**config.mk**
```make
export PLATFORM = sky130hd
export DESIGN_NAME = unified_mem_arbiter
export DESIGN_NICKNAME = d
export VERILOG_FILES = /design/src/rtl/unified_mem_arbiter.sv
export SDC_FILE = /design/constraint.sdc
export NUM_CORES = 1
export LEC_CHECK = 0
export ABC_AREA = 1
export BUFFER_PORTS_ARGS = -buffer_cell sky130_fd_sc_hd__clkbuf_2
export CAP_MARGIN = 25
export CORE_ASPECT_RATIO = 0.9
export CORE_MARGIN = 10
export CORE_UTILIZATION = 38
export CTS_CLUSTER_DIAMETER = 30
export DETAILED_ROUTE_END_ITERATION = 12
export GPL_TIMING_DRIVEN = 1
export MAX_ROUTING_LAYER = met4
export PLACE_DENSITY_LB_ADDON = 0.25
export SKIP_LAST_GASP = 1
export SLEW_MARGIN = 0
export SYNTH_ARGS = -nofsm -noshare
export SYNTH_HDL_FRONTEND = slang
export SYNTH_SLANG_ARGS = --single-unit
```
**constraint.sdc**
```tcl
create_clock -name clk -period 7.1 [get_ports clk]
set_input_delay 1.42 -clock clk [delete_from_list [all_inputs] [get_ports clk]]
set_output_delay 1.42 -clock clk [all_outputs]
set_load 0.005 [all_outputs]
```
**src/rtl/unified_mem_arbiter.sv**
```systemverilog
// Arbiter for a single-ported unified instruction/data memory shared by the IF and MEM stages.
// One transaction in flight: IDLE -> ISSUE -> WAIT (MEM_LAT cycles) -> DONE -> IDLE.
module unified_mem_arbiter #(
    parameter int AW          = 32,
    parameter int DW          = 32,
    parameter int MEM_LAT     = 2,
    parameter int MAX_DSTREAK = 4
) (
    input  logic          clk,
    input  logic          rst,
    input  logic          i_req,
    input  logic [AW-1:0] i_addr,
    output logic          i_ready,
    output logic [DW-1:0] i_rdata,
    input  logic          d_req,
    input  logic          d_we,
    input  logic [AW-1:0] d_addr,
    input  logic [DW-1:0] d_wdata,
    output logic          d_ready,
    output logic [DW-1:0] d_rdata,
    output logic          stall_if,
    output logic          stall_mem,
    output logic          m_en,
    output logic          m_we,
    output logic [AW-1:0] m_addr,
    output logic [DW-1:0] m_wdata,
    input  logic [DW-1:0] m_rdata
);
    localparam int SW = $clog2(MAX_DSTREAK + 1);
    localparam int CW = (MEM_LAT > 1) ? $clog2(MEM_LAT) : 1;

    typedef enum logic [1:0] {S_IDLE, S_ISSUE, S_WAIT, S_DONE} state_t;

    state_t          r_state;
    logic            r_owner_d;
    logic            r_we;
    logic [SW-1:0]   r_streak;
    logic [CW-1:0]   r_wait;
    logic            r_i_ready;
    logic            r_d_ready;
    logic            r_m_en;
    logic            r_m_we;
    logic [AW-1:0]   r_m_addr;
    logic [DW-1:0]   r_m_wdata;
    logic [DW-1:0]   r_i_rdata;
    logic [DW-1:0]   r_d_rdata;

    logic            w_any_req;
    logic            w_fetch_turn;
    logic            w_data_win;

    // Data normally wins; a fetch that has waited out MAX_DSTREAK data grants goes first.
    assign w_any_req    = i_req | d_req;
    assign w_fetch_turn = i_req & (r_streak == SW'(MAX_DSTREAK));
    assign w_data_win   = d_req & ~w_fetch_turn;

    always_ff @(posedge clk or posedge rst) begin
        if (rst) begin
            r_state   <= S_IDLE;
            r_owner_d <= 1'b0;
            r_we      <= 1'b0;
            r_streak  <= '0;
            r_wait    <= '0;
            r_i_ready <= 1'b0;
            r_d_ready <= 1'b0;
            r_m_en    <= 1'b0;
            r_m_we    <= 1'b0;
            r_m_addr  <= '0;
            r_m_wdata <= '0;
            r_i_rdata <= '0;
            r_d_rdata <= '0;
        end else begin
            // NOTE: strobes default low every cycle, so each is a one-cycle pulse raised only by its owning state.
            r_m_en    <= 1'b0;
            r_m_we    <= 1'b0;
            r_i_ready <= 1'b0;
            r_d_ready <= 1'b0;
            case (r_state)
                S_IDLE: begin
                    if (w_any_req) begin
                        r_owner_d <= w_data_win;
                        r_we      <= w_data_win & d_we;
                        r_m_addr  <= w_data_win ? d_addr : i_addr;
                        if (w_data_win) begin
                            r_m_wdata <= d_wdata;
                        end
                        r_m_en    <= 1'b1;
                        r_m_we    <= w_data_win & d_we;
                        if (!w_data_win) begin
                            r_streak <= '0;
                        end else if (i_req && (r_streak != SW'(MAX_DSTREAK))) begin
                            r_streak <= r_streak + 1'b1;
                        end
                        r_state <= S_ISSUE;
                    end
                end
                S_ISSUE: begin
                    r_wait  <= CW'(MEM_LAT - 1);
                    r_state <= S_WAIT;
                end
                S_WAIT: begin
                    if (r_wait == '0) begin
                        // Read data is valid on the last wait cycle; stores leave d_rdata alone.
                        if (!r_owner_d) begin
                            r_i_rdata <= m_rdata;
                        end else if (!r_we) begin
                            r_d_rdata <= m_rdata;
                        end
                        r_i_ready <= ~r_owner_d;
                        r_d_ready <= r_owner_d;
                        r_state   <= S_DONE;
                    end else begin
                        r_wait <= r_wait - 1'b1;
                    end
                end
                S_DONE: begin
                    r_state <= S_IDLE;
                end
                default: begin
                    r_state <= S_IDLE;
                end
            endcase
        end
    end

    assign i_ready   = r_i_ready;
    assign d_ready   = r_d_ready;
    assign i_rdata   = r_i_rdata;
    assign d_rdata   = r_d_rdata;
    assign m_en      = r_m_en;
    assign m_we      = r_m_we;
    assign m_addr    = r_m_addr;
    assign m_wdata   = r_m_wdata;
    assign stall_if  = i_req & ~r_i_ready;
    assign stall_mem = d_req & ~r_d_ready;

endmodule
```
==> out/results.tsv <==
metric	value	unit
Final ANT Viol Nets	0	
hold path cells	2	
Critical Path Sink Type	output pin	
Worst Reg-to-Reg Cells	7	
Clock power frac	27.2	%
clk root buf	clkbuf_16	
RSZ-0062 raised after global routing	false	
Synth area leader	dfrtp_1	
Hold WC Path Type	flip-flop to flip-flop	
Core Util, Final	52.4	%
non-filler instance count after layout	1181	
largest net degree at the start of global routing	72	
Ports	267	
hold buffer count at cts	0	
max cap viols	0	
post-CTS setup buffer count	0	
number of port buffers	266	
Startpoint Class	input pin	
Iter 0 DRT Violations	204	
Cells after DPL	1151	
total negative slack	0	ns
sw frac	34.8	%
Routed WL	17300	microns
most common cell after layout, fill and taps aside	nand2_1	
number of global-route vias before repair	5347	
Slew Limit Fails	0	
leakage	4.85	nW
DR vias	5241	
die width	152	microns
Gate Count Post-Synth	712	
yosys warns	0	
Worst Path Max Fanout	34	
Synth top area share	58.9	%
H-tree Lvls	4	
fraction of layout instances using a drive strength above 1	32.0	%
VDD IR max	0.000287	V
CTS tree	done	
Die Height	139	microns
first-pass GRT wire length	28200	microns
NetSw	1.24	mW
CP Class	input pin to output pin	
DRT Pass-1 Iters	4	
Worst Tran Pin Value	0.894	ns
cells resized by post-CTS repair	0	
Clock Skew	0.00815	ns
DRC	0	
Final Critical Period	3.64	ns
Area contributors post-synth	dfrtp_1 59%, nand2_1 17%, inv_1 6.9%	
register area share after synthesis	58.9	%
synthesized area	0.00595	sq mm
Sequential Power Share	39.5	%
Initial Util	38.7	%
commonest non-fill, non-tap cells in the layout	271 x nand2_1, 266 x clkbuf_2, 140 x dfrtp_1	
final setup violation count	0	
Core Region	0.0154	sq mm
Slew headroom	40.4	%
WP data arrival	2.22	ns
Die Area	0.0211	sq mm
power density cells	442	mW/mm^2
GR Util All Layers	16.7	%
Final period util	51.2	%
fmax	275	MHz
syn_nets	850	
WL/cell	14.7	microns
HPWL Detailed	12700	microns
area post-placement	0.00742	sq mm
GPL Wtd Cong	0.814	
Area growth, synth to finish	35.4	%
post-route cell area	0.00806	sq mm
Hold Vio Cnt, Final	0	
clock latency at the later pin of the worst-skew pair	0.41	ns
Post-Syn Area per Cell	8.36	sq um
Seq cells post-synth	140	
total power	3.56	mW
Final #Nets	1106	
WHS	0.471	ns
Synth cell types	20	
clk buf depth	2	
initial antenna violation count	0	
GR Overflow Total	0	
final worst slack	3.46	ns
Ant. Diodes	0	
clock sink total	140	
P_int	2.32	mW
WP data required	5.68	ns
row count	43	
Comb pwr share	33.2	%
DR vias/cell	4.44	
pre-CTS WS	3.33	ns
Clock Pin Slew Worst Setup and Hold Paths	0.06	ns
outcome	completed	
total CTS buffers	17	
[sequential cells by signal, summed over array words and instances (netlist names)]
register / cells
d_rdata: 32
d_ready: 1
i_rdata: 32
i_ready: 1
m_addr: 32
m_en: 1
m_wdata: 32
m_we: 1
r_owner_d: 1
r_state: 2
r_streak: 3
r_wait: 1
r_we: 1
[cells in the mapped netlist]
| cell type | n |
|---|---|
| buf_1 | 2 |
| a21oi_4 | 1 |
| dfrtp_1 | 140 |
| nor2_2 | 1 |
| nand2_2 | 1 |
| inv_2 | 3 |
| nand3_2 | 1 |
| inv_1 | 109 |
| nor2_1 | 4 |
| ha_1 | 5 |
| clkbuf_1 | 10 |
| nand2_1 | 271 |
| nand3_1 | 69 |
| xor2_1 | 1 |
| buf_4 | 7 |
| nand2_4 | 1 |
| o22ai_1 | 1 |
| o21ai_0 | 68 |
| buf_2 | 16 |
| nor3_1 | 1 |
[metal layers]
metal | vias up | GRT usage (%) | wire length (microns)
met5 | - | - | 0
met4 | 0 | 4.00 | 172
met3 | 10 | 4.96 | 938
met2 | 158 | 27.2 | 8590
met1 | 2408 | 19.9 | 7620
li1 | 2665 | - | -
[final timing paths]
check / start / end / slack [ns]
max: d_req / stall_mem / 3.46
min in group asynchronous: rst / d_rdata[21]$_DFFE_PP0P_ / 1.08
min reg2reg: m_wdata[0]$_DFFE_PP0P_ / m_wdata[0]$_DFFE_PP0P_ / 0.47
min: m_wdata[0]$_DFFE_PP0P_ / m_wdata[0]$_DFFE_PP0P_ / 0.47
max reg2reg: r_streak[0]$_DFFE_PP0P_ / r_owner_d$_DFFE_PP0P_ / 4.26
max in group asynchronous: rst / m_addr[11]$_DFFE_PP0P_ / 4.63
[cell type report]
cell class,count,area [sq um]
sequential,140,3500
inverter,112,425
clock buffer,17,425
tap,202,253
clock inverter,13,216
timing repair buffer,272,1380
multi-input combinational,425,1860
fill,1489,7330
[logic make-up after synthesis]
family | share of synthesized area, %
xor+xnor | 0.147
simple gates | 23.8
flops | 58.9
compound gates | 6.10
buf+inv | 10.0
fa+ha+maj | 1.05
[critical path, cell delays in order]
cell	delay, ns
clkbuf_2	0.08
buf_4	0.35
inv_2	0.12
nor2_1	0.11
clkbuf_2	0.13
[power by group through the flow]
| stage | Clock [mW] | Combinational [mW] | Sequential (mW) |
|---|---|---|---|
| global placement | 0 | 1.20 | 1.41 |
| floorplan | 0 | 0.588 | 1.43 |
| global route | 1.03 | 1.37 | 1.46 |
| finish | 0.970 | 1.18 | 1.41 |
| detailed placement | 0 | 1.23 | 1.41 |
| CTS | 0.993 | 1.22 | 1.41 |
Power figures use the tool's default switching activity.
